--- config.mk ---
export PLATFORM = sky130hd
export DESIGN_NAME = topk_result_buffer_flat
export DESIGN_NICKNAME = d
export VERILOG_FILES = /design/src/rtl/topk_result_buffer_if.sv /design/src/rtl/topk_result_buffer.sv /design/src/flat_wrapper.sv
export SDC_FILE = /design/constraint.sdc
export NUM_CORES = 1
export LEC_CHECK = 0
export ABC_AREA = 1
export CAP_MARGIN = 20
export CORE_AREA = 2 2 221 223
export CTS_BUF_LIST = sky130_fd_sc_hd__clkbuf_8 sky130_fd_sc_hd__clkbuf_16
export DETAILED_ROUTE_END_ITERATION = 7
export DIE_AREA = 0 0 223 225
export PLACE_DENSITY = 0.68
export SLEW_MARGIN = 0
export SYNTH_ARGS = -nofsm -noshare
export SYNTH_HDL_FRONTEND = slang
export SYNTH_SLANG_ARGS = --single-unit
--- constraint.sdc ---
create_clock -name clk_in -period 13.5 [get_ports clk_in]
set_input_delay 2.7 -clock clk_in [delete_from_list [all_inputs] [get_ports clk_in]]
set_output_delay 2.7 -clock clk_in [all_outputs]
set_load 0.02 [all_outputs]
--- src/rtl/topk_result_buffer_if.sv ---
// topk_result_buffer_if: candidate insert, result drain and status signals of topk_result_buffer.
interface topk_result_buffer_if #(
    parameter int K          = 5,
    parameter int DATA_WIDTH = 32,
    parameter int TAG_WIDTH  = 32
);
    localparam int CW = $clog2(K + 1);
    logic                  clear_in;
    logic                  ins_valid_in;
    logic                  ins_ready_out;
    logic [DATA_WIDTH-1:0] ins_data_in;
    logic [TAG_WIDTH-1:0]  ins_tag_in;
    logic                  flush_in;
    logic                  out_valid_out;
    logic                  out_ready_in;
    logic [DATA_WIDTH-1:0] out_data_out;
    logic [TAG_WIDTH-1:0]  out_tag_out;
    logic                  out_last_out;
    logic [CW-1:0]         count_out;
    logic                  full_out;
    logic [TAG_WIDTH-1:0]  worst_tag_out;
    logic                  done_out;
    modport master (
        output clear_in, ins_valid_in, ins_data_in, ins_tag_in, flush_in, out_ready_in,
        input  ins_ready_out, out_valid_out, out_data_out, out_tag_out, out_last_out,
               count_out, full_out, worst_tag_out, done_out
    );
    modport slave (
        input  clear_in, ins_valid_in, ins_data_in, ins_tag_in, flush_in, out_ready_in,
        output ins_ready_out, out_valid_out, out_data_out, out_tag_out, out_last_out,
               count_out, full_out, worst_tag_out, done_out
    );
endinterface

--- src/rtl/topk_result_buffer.sv ---
// topk_result_buffer: keeps the K smallest-tag candidates sorted and drains them in order.
// Define TOPK_DEDUP_EN to drop candidates whose address already sits in a valid slot.
module topk_result_buffer #(
    parameter int K          = 5,
    parameter int DATA_WIDTH = 32,
    parameter int TAG_WIDTH  = 32
) (
    input logic                 clk_in,
    input logic                 rst_n_in,
    topk_result_buffer_if.slave bus
);
    localparam int CW = $clog2(K + 1);
    typedef enum logic {FILL, DRAIN} state_e;
    state_e                state_q, state_d;
    logic [DATA_WIDTH-1:0] data_q [K];
    logic [DATA_WIDTH-1:0] data_d [K];
    logic [TAG_WIDTH-1:0]  tag_q [K];
    logic [TAG_WIDTH-1:0]  tag_d [K];
    logic [CW-1:0]         cnt_q, cnt_d, cnt_ins, rd_q, rd_d, pos, nxt;
    logic                  ov_q, ov_d, ol_q, ol_d, done_q, done_d;
    logic [DATA_WIDTH-1:0] od_q, od_d, rd_data;
    logic [TAG_WIDTH-1:0]  ot_q, ot_d, rd_tag;
    logic                  full, fire, keep, dup, last_xfer;
    // Slots are sorted, so the insert point is one past the last slot whose tag is <= the candidate.
    always_comb begin
        pos = '0;
        dup = 1'b0;
        for (int i = 0; i < K; i++) begin
            if (CW'(i) < cnt_q && tag_q[i] <= bus.ins_tag_in) pos = CW'(i + 1);
`ifdef TOPK_DEDUP_EN
            if (CW'(i) < cnt_q && data_q[i] == bus.ins_data_in) dup = 1'b1;
`endif
        end
    end
    always_comb begin
        fire    = bus.ins_valid_in && bus.ins_ready_out;
        keep    = fire && !dup && (!full || bus.ins_tag_in < tag_q[K-1]);
        cnt_ins = keep && !full ? cnt_q + 1'b1 : cnt_q;
        for (int i = 0; i < K; i++) begin
            data_d[i] = !keep || CW'(i) < pos ? data_q[i] : CW'(i) == pos ? bus.ins_data_in : data_q[i > 0 ? i - 1 : 0];
            tag_d[i]  = !keep || CW'(i) < pos ? tag_q[i] : CW'(i) == pos ? bus.ins_tag_in : tag_q[i > 0 ? i - 1 : 0];
        end
    end
    always_comb begin
        nxt       = rd_q + 1'b1;
        last_xfer = rd_q == cnt_q - 1'b1;
        rd_data   = '0;
        rd_tag    = '0;
        for (int i = 0; i < K; i++) begin
            if (CW'(i) == nxt) begin
                rd_data = data_q[i];
                rd_tag  = tag_q[i];
            end
        end
    end
    always_ff @(posedge clk_in or negedge rst_n_in) begin
        if (!rst_n_in) state_q <= FILL;
        else state_q <= state_d;
    end
    always_comb begin
        state_d = state_q;
        cnt_d   = cnt_ins;
        rd_d    = rd_q;
        ov_d    = ov_q;
        ol_d    = ol_q;
        od_d    = od_q;
        ot_d    = ot_q;
        done_d  = 1'b0;
        if (bus.clear_in) begin
            state_d = FILL;
            cnt_d   = '0;
            ov_d    = 1'b0;
            ol_d    = 1'b0;
        end else if (state_q == FILL && bus.flush_in) begin
            // The same-cycle insert is already folded into cnt_ins and the _d slots.
            done_d  = cnt_ins == '0;
            state_d = cnt_ins == '0 ? FILL : DRAIN;
            ov_d    = cnt_ins != '0;
            ol_d    = cnt_ins == CW'(1);
            rd_d    = '0;
            od_d    = data_d[0];
            ot_d    = tag_d[0];
        end else if (state_q == DRAIN && ov_q && bus.out_ready_in) begin
            state_d = last_xfer ? FILL : DRAIN;
            cnt_d   = last_xfer ? '0 : cnt_q;
            done_d  = last_xfer;
            ov_d    = !last_xfer;
            ol_d    = !last_xfer && nxt == cnt_q - 1'b1;
            rd_d    = last_xfer ? rd_q : nxt;
            od_d    = last_xfer ? od_q : rd_data;
            ot_d    = last_xfer ? ot_q : rd_tag;
        end
    end
    always_comb begin
        full              = cnt_q == CW'(K);
        bus.ins_ready_out = state_q == FILL && !bus.clear_in;
        bus.full_out      = full;
        bus.worst_tag_out = full ? tag_q[K-1] : '1;
        bus.count_out     = cnt_q;
        bus.out_valid_out = ov_q;
        bus.out_last_out  = ol_q;
        bus.out_data_out  = od_q;
        bus.out_tag_out   = ot_q;
        bus.done_out      = done_q;
    end
    always_ff @(posedge clk_in or negedge rst_n_in) begin
        if (!rst_n_in) begin
            cnt_q  <= '0;
            rd_q   <= '0;
            ov_q   <= 1'b0;
            ol_q   <= 1'b0;
            done_q <= 1'b0;
            od_q   <= '0;
            ot_q   <= '0;
        end else begin
            cnt_q  <= cnt_d;
            rd_q   <= rd_d;
            ov_q   <= ov_d;
            ol_q   <= ol_d;
            done_q <= done_d;
            od_q   <= od_d;
            ot_q   <= ot_d;
        end
    end
    // Slot storage is left unreset; cnt_q alone decides which slots are meaningful.
    always_ff @(posedge clk_in) begin
        data_q <= data_d;
        tag_q  <= tag_d;
    end
endmodule

--- src/flat_wrapper.sv ---
// flat-port wrapper written by rule: the top's interface ports become plain ports
module topk_result_buffer_flat 
#(
    parameter int K          = 5,
    parameter int DATA_WIDTH = 32,
    parameter int TAG_WIDTH  = 32
)
  (clk_in, rst_n_in, bus_clear_in, bus_ins_valid_in, bus_ins_data_in, bus_ins_tag_in, bus_flush_in, bus_out_ready_in, bus_ins_ready_out, bus_out_valid_out, bus_out_data_out, bus_out_tag_out, bus_out_last_out, bus_count_out, bus_full_out, bus_worst_tag_out, bus_done_out);
  topk_result_buffer_if #(.K(K), .DATA_WIDTH(DATA_WIDTH), .TAG_WIDTH(TAG_WIDTH)) bus_i ();
  input logic clk_in;
  input logic rst_n_in;
  input wire logic [$bits(bus_i.clear_in)-1:0] bus_clear_in;
  input wire logic [$bits(bus_i.ins_valid_in)-1:0] bus_ins_valid_in;
  input wire logic [$bits(bus_i.ins_data_in)-1:0] bus_ins_data_in;
  input wire logic [$bits(bus_i.ins_tag_in)-1:0] bus_ins_tag_in;
  input wire logic [$bits(bus_i.flush_in)-1:0] bus_flush_in;
  input wire logic [$bits(bus_i.out_ready_in)-1:0] bus_out_ready_in;
  output wire logic [$bits(bus_i.ins_ready_out)-1:0] bus_ins_ready_out;
  output wire logic [$bits(bus_i.out_valid_out)-1:0] bus_out_valid_out;
  output wire logic [$bits(bus_i.out_data_out)-1:0] bus_out_data_out;
  output wire logic [$bits(bus_i.out_tag_out)-1:0] bus_out_tag_out;
  output wire logic [$bits(bus_i.out_last_out)-1:0] bus_out_last_out;
  output wire logic [$bits(bus_i.count_out)-1:0] bus_count_out;
  output wire logic [$bits(bus_i.full_out)-1:0] bus_full_out;
  output wire logic [$bits(bus_i.worst_tag_out)-1:0] bus_worst_tag_out;
  output wire logic [$bits(bus_i.done_out)-1:0] bus_done_out;
  assign bus_i.clear_in = bus_clear_in;
  assign bus_i.ins_valid_in = bus_ins_valid_in;
  assign bus_i.ins_data_in = bus_ins_data_in;
  assign bus_i.ins_tag_in = bus_ins_tag_in;
  assign bus_i.flush_in = bus_flush_in;
  assign bus_i.out_ready_in = bus_out_ready_in;
  assign bus_ins_ready_out = bus_i.ins_ready_out;
  assign bus_out_valid_out = bus_i.out_valid_out;
  assign bus_out_data_out = bus_i.out_data_out;
  assign bus_out_tag_out = bus_i.out_tag_out;
  assign bus_out_last_out = bus_i.out_last_out;
  assign bus_count_out = bus_i.count_out;
  assign bus_full_out = bus_i.full_out;
  assign bus_worst_tag_out = bus_i.worst_tag_out;
  assign bus_done_out = bus_i.done_out;
  topk_result_buffer #(.K(K), .DATA_WIDTH(DATA_WIDTH), .TAG_WIDTH(TAG_WIDTH)) u_core (.clk_in(clk_in), .rst_n_in(rst_n_in), .bus(bus_i));
endmodule
* Yosys cells after proc, flatten, opt, wreduce, memory -nomap -nowiden *
Index checks and enable logic that the tools add are counted.

storage, ports and cells
  memory bits (read-only) = 0
  memories kept = 0
  flip-flop bits (word level) = 394
  bits in writable memories = 0
  bits in latches = 0
  output and inout bits = 104
  word-level logic and storage cells = 139
  input bits = 70

cells by class
  multiply operators = 0
  add/sub/neg operators = 3
  muxes and demuxes = 56
  reduce and logical (&&, ||, !) cells = 30
  equality and inequality tests = 14
  div/mod/pow operators = 0
  $lt $le $gt $ge = 16
  shifts and indexed selects = 0
  bitwise gates (word level) = 2

operator list
  operator                                            number
  2-to-1 mux 32 bit                                   29
  less-or-equal comparator 32 bit                     5
  2-to-1 mux 3 bit                                    12
  < comparator 32 bit                                 1
  2-to-1 mux 1 bit                                    15
  logical AND 1 bit                                   13
  == test 2 x 3 -> 1 bit (first input constant)       4
  < comparator 1 x 3 -> 1 bit (first input constant)  4
  < comparator 2 x 3 -> 1 bit (first input constant)  4
  zero test 3 bit                                     3
  adder 3 x 1 -> 3 bit (second input constant)        2
  == test 1 x 3 -> 1 bit (first input constant)       2
  == test 3 bit                                       2
  == test 3 bit (first input constant)                2
  logical OR 1 bit                                    6
  < comparator 3 bit (first input constant)           2
  nonzero test 3 bit                                  2
  zero test 1 bit                                     4
  != test 4 x 2 -> 1 bit (second input constant)      1
  == test 3 x 1 -> 1 bit (second input constant)      1
  == test 3 bit (second input constant)               1
  AND reduction 3 bit                                 1
  subtractor 3 x 1 -> 3 bit (second input constant)   1
  != test 2 bit (second input constant)               1
  2 further kinds                                     3

* Depth between registers and ports, before layout *
  word-level depth = 11
  depth in mapped cells = 25
  mapped depth without buffers = 24

* Worst setup path after synthesis *
Ideal clock, no wire load.

  path kind = input-to-reg
  from = in bus_ins_tag_in[15]
  to = reg u_core.data_q[64] in the netlist's numbering (enable)
  setup slack = 6745 ps
  path buffers = 1
  required time = 13082 ps
  setup time = 418 ps
  data arrival time = 6337 ps
  cell stages on the path = 15
  path through = inv_1 > ha_1 > nand2_2 > nor4_2 > nand2_1 > nand2_1 > nand2_1 > nand2_1 > nand2_1 > nand2_1 > nand3_2 > nor2_4 > buf_2 > a31oi_1 > inv_1

between the ends
  word-level cells in the longest chain between the ends = 9
  elaborated cells on any way between the ends = 21
  those cells by class = order compare: 7; mux: 5; reduce/logical: 9

RTL lines
  what                             line                       RTL
  start: declaration               flat_wrapper.sv:15         input wire logic [$bits(bus_i.ins_tag_in)-1:0] bus_ins_tag_in;
  less-or-equal comparator 32 bit  topk_result_buffer.sv:29   if (CW'(i) < cnt_q && tag_q[i] <= bus.ins_tag_in) pos = CW'(i + 1);
  logical AND 1 bit                topk_result_buffer.sv:29
  2-to-1 mux 1 bit                 topk_result_buffer.sv:29
  2-to-1 mux 3 bit (4 in a row)    topk_result_buffer.sv:29
  < comparator 2 x 3 -> 1 bit      topk_result_buffer.sv:40   data_d[i] = !keep || CW'(i) < pos ? data_q[i] : CW'(i) == pos ? bus.ins_data_in : data_q[i > 0 ? i - 1 : 0];
  logical OR 1 bit (*)             topk_result_buffer.sv:40
  end signal: assignment           topk_result_buffer.sv:127  data_q <= data_d;
  end: declaration                 topk_result_buffer.sv:15   logic [DATA_WIDTH-1:0] data_q [K];

Mark *: on every way between the ends. The rest lies on a longest branch, timed or not.
A chain may end at the register's enable or synchronous reset.

* Worst setup path after layout *
  from = in bus_ins_tag_in[21]
  to = reg u_core.data_q[92] in the netlist's numbering, data pin

between the ends
  word-level cells in the longest chain between the ends = 9
  elaborated cells on any way between the ends = 17
  those cells by class = order compare: 5; eq/ne: 1; mux: 6; reduce/logical: 5

RTL lines
  what                             line
  less-or-equal comparator 32 bit  topk_result_buffer.sv:29
  logical AND 1 bit                topk_result_buffer.sv:29
  2-to-1 mux 1 bit                 topk_result_buffer.sv:29
  2-to-1 mux 3 bit (3 in a row)    topk_result_buffer.sv:29
  2-to-1 mux 3 bit (*)             topk_result_buffer.sv:29
  == test 2 x 3 -> 1 bit (*)       topk_result_buffer.sv:40
  2-to-1 mux 32 bit (*)            topk_result_buffer.sv:40

Marked as above.

==> results.py <==
metrics = {
    "sta": {
        "fin_setup_tns_ns": 0,
        "max_slew.worst_pin.slew_ns": 1.14,
        "rsz_0062_raised_after_global_routing": "false",
        "fmaxAchievable_ghz": 0.126,
        "timing.final.crit_share": 0.589,
        "clock_skew_ns": 0.0257,
        "final.min_clock_period_ns": 7.95,
        "slew-limit-headroom": 0.243,
        "finalHoldViolCount": 0,
        "fin_worst_hold_slack_ns": 0.475,
        "report.final.slew_viol_count": 0,
        "final_setup_violation_count": 0,
    },
    "logic_synthesis": {
        "netlist.top_cell.by_area": "sky130_fd_sc_hd__edfxtp_1",
        "seq_area_frac_synth": 0.467,
        "post_synth_instance_area_sq_um": 23100,
        "synthCells": 2760,
        "synth_largest_type_area_fraction": 0.333,
        "post_synth_num_cell_types": 40,
        "postSynthAreaPerCell_sq_um": 8.37,
        "postSynthRegisterBits": 393,
        "post_synth_net_total": 2999,
        "synth_warnings": 0,
        "ys_top_cells_by_area": "sky130_fd_sc_hd__edfxtp_1 (33%), sky130_fd_sc_hd__nand2_1 (14%), sky130_fd_sc_hd__ha_1 (9.2%)",
    },
    "detailed_routing": {
        "drtPass1Iterations": 6,
        "num_vias": 20400,
        "drt-wirelength-per-cell_microns": 20.4,
        "drt_wl_total_microns": 71000,
        "drt.antenna.violating_nets": 0,
        "drt_iter0_drc": 1943,
        "detail_route.drc_violations": 0,
        "vias_per_cell": 5.85,
    },
    "layout": {
        "num-fill-cells": 4287,
        "layout.cells.most_common": "sky130_fd_sc_hd__nand2_1",
        "utilization": 0.557,
        "finish.instance_area_sq_um": 26500,
        "layout.cells.most_common_list": "sky130_fd_sc_hd__nand2_1 (883), sky130_fd_sc_hd__a21oi_1 (269), sky130_fd_sc_hd__edfxtp_1 (256)",
        "drive_gt1_frac": 0.0651,
        "syn2layout_area_growth_pct": 14.7,
        "area_taken_by_multi_input_logic_gates_sq_um": 11100,
        "register_area_sq_um": 10800,
        "nNetsFinal": 3075,
        "insertedDiodeCount": 0,
    },
    "global_route": {
        "number_of_antenna_violations_at_the_first_check_in_global_routing": 0,
        "grt_first_pass_wirelength_microns": 110000,
        "via_count_of_the_first_global_routing_pass": 19500,
        "overflow": 0,
        "grt.total_usage": 0.281,
        "pin_count_of_the_biggest_net_entering_global_routing": 95,
    },
    "power": {
        "power.total_mw": 5.79,
        "power.ir.vdd_worst_uv": 195,
        "power_density_nw_per_um2": 219,
        "total_leakage_power_nw": 11.6,
    },
    "setup_path": {
        "critPathRequiredTime_ns": 13.81,
        "crit_path_max_fanout": 68,
        "cpMaxStageDelayCell": "sky130_fd_sc_hd__buf_4",
        "cp-startpoint": "bus_ins_tag_in[21]",
        "end_kind": "register",
        "cp_cell_sequence": "clkdlybuf4s50_1 -> inv_1 -> ha_1 -> nand2_1 -> nor2_1 -> nand4_1 -> nor2_1 -> nand2_1 -> nand2_1 -> nand2_1 -> nand2_1 -> nand3_4 -> nand2_4 -> buf_4 -> nand2_4 -> buf_4 -> nand2_1 -> o21ai_1",
        "critPathCapture": "u_core.data_q[92]",
        "timing_worst_setup_path_type": "input port to register",
        "reg2reg_to": "u_core.data_q[92]",
        "ff2ff_path_depth": 16,
        "critical_path.top_delay_family": "simple AND/OR/NAND/NOR gates",
        "critical_path.most_common_cell": "sky130_fd_sc_hd__nand2_1",
        "r2r_slack_ns": 7.99,
        "path_buf_inv": 4,
        "rr_startpoint": "u_core.tag_q[21]",
        "crit_arrival_ns": 8.26,
        "worst_path_largest_cell_delay_ns": 0.84,
        "critical_path.startpoint_type": "input port",
        "critical_path_depth": 18,
    },
    "clock_tree": {
        "clk-insertion-delay-late_ns": 0.60,
        "clock_tree.root_cell": "sky130_fd_sc_hd__clkbuf_16",
        "holdBufCountCts": 0,
        "ctsHtreeMaxLevel": 2,
        "numCtsBuffers": 45,
        "cts_post_setup_buffers_inserted": 0,
        "tritoncts_num_sinks": 393,
        "max-clock-path-buffers": 3,
        "cts_tree": "built",
        "clk_transition_reported_paths_ns": 0.06,
        "ctsResizeCount": 0,
    },
    "floorplan": {
        "fp.dieArea_sq_um": 50200,
        "placeable_core_region_sq_um": 47500,
        "floorplan.die.height_microns": 225,
        "initial_utilization": 0.486,
        "ios": 174,
        "placementRows": 80,
        "floorplan.die.width_microns": 223,
    },
    "placed_design": {
        "port-buffer-count": 173,
        "hpwl_microns": 42400,
        "placed_inst_area_sq_um": 25000,
        "place.gp.congestion": 0.875,
    },
    "outcome": {
        "run_status": "complete, no violations",
    },
    "worst_hold_path": {
        "number_of_instances_on_the_worst_hold_path": 2,
        "worst_hold_path_type": "register to register",
    },
    "run": {
        "drv_cap": 0,
    },
}
[final cells by class]
cell class / count / area share
sequential: 393 / 0.408
inverter: 118 / 0.0169
tap: 615 / 0.0291
clock buffer: 55 / 0.0486
timing repair buffer: 197 / 0.0729
multi-input combinational: 2081 / 0.420
clock inverter: 29 / 0.00534
[flip-flops by register name (all words and copies together) (netlist names)]
| signal | count |
|---|---|
| u_core.bus.out_valid_out | 1 |
| u_core.bus.out_tag_out | 32 |
| u_core.data_q | 160 |
| u_core.bus.done_out | 1 |
| u_core.rd_q | 3 |
| u_core.bus.count_out | 3 |
| u_core.bus.out_data_out | 32 |
| u_core.bus.out_last_out | 1 |
| u_core.tag_q | 160 |
[synthesized netlist by cell type (all sizes together)]
master  instances
nand2         894
xnor2           1
ha            169
dfxtp          64
o21bai          2
dfrtp          73
o21ai         283
xor2            5
clkbuf         84
inv           118
edfxtp        256
a21o            3
nand3         264
o21a            9
a31oi           1
and2            1
o22ai           5
a21oi         270
nor4            5
and3            1
nor3            5
o31ai           1
nor2           54
buf            84
o211ai         63
or2            31
nand4          14
[report_power, final]
part | internal (mW) | switching, mW | total (mW)
combinational | 0.884 | 1.65 | 2.53
sequential | 1.78 | 0.287 | 2.07
clock | 0.674 | 0.515 | 1.19
total | 3.34 | 2.45 | 5.79
[per-stage QoR]
step / instances / setup slack [ns]
2_1_floorplan: 2760 / 6.75
3_3_place_gp: 3403 / 5.05
4_1_cts: 3487 / 5.55
6_report: 3488 / 5.55
3_5_place_dp: 3403 / 4.94
5_1_grt: 3488 / 5.18
[worst reg2reg max path, delay by kind of cell, from the launching register on]
family                   cells  cell delay [ns]
buffers and inverters        2             1.43
AND/OR/NAND/NOR             12             2.87
AO/OA/AOI/OAI                1             0.07
flip-flops                   1             0.51
adder cells (fa/ha/maj)      1             0.35
[per-layer routing]
| metal | GRT usage | vias to the layer above | part of all wire | wire (microns) |
|---|---|---|---|---|
| met2 | 0.460 | 961 | 0.46 | 32900 |
| met5 | 0 | - | 0 | 0 |
| met1 | 0.384 | 9624 | 0.42 | 30200 |
| met3 | 0.0452 | 118 | 0.087 | 6180 |
| met4 | 0.0898 | 0 | 0.025 | 1810 |
| li1 | - | 9695 | - | - |
[cells by family after synthesis]
| group | count (synthesis) | synth area share |
|---|---|---|
| buffers and inverters | 286 | 0.0545 |
| AND/OR/NAND/NOR | 1269 | 0.237 |
| AO/OA/AOI/OAI | 637 | 0.147 |
| XOR/XNOR | 6 | 0.00228 |
| adder cells (fa/ha/maj) | 169 | 0.0916 |
| flip-flops | 393 | 0.467 |
[worst min-delay path by stage]
stage	start	to	slack (ns)
floorplan	u_core.data_q[150]	u_core.data_q[150]	0.46
global placement	u_core.bus.out_data_out[3]	u_core.bus.out_data_out[3]	0.46
detailed placement	u_core.bus.out_data_out[20]	u_core.bus.out_data_out[20]	0.46
CTS	u_core.bus.out_data_out[3]	u_core.bus.out_data_out[3]	0.48
global route	u_core.bus.out_tag_out[22]	u_core.bus.out_tag_out[22]	0.49
finish	u_core.bus.out_tag_out[20]	u_core.bus.out_tag_out[20]	0.48
Power figures use the tool's default switching activity.
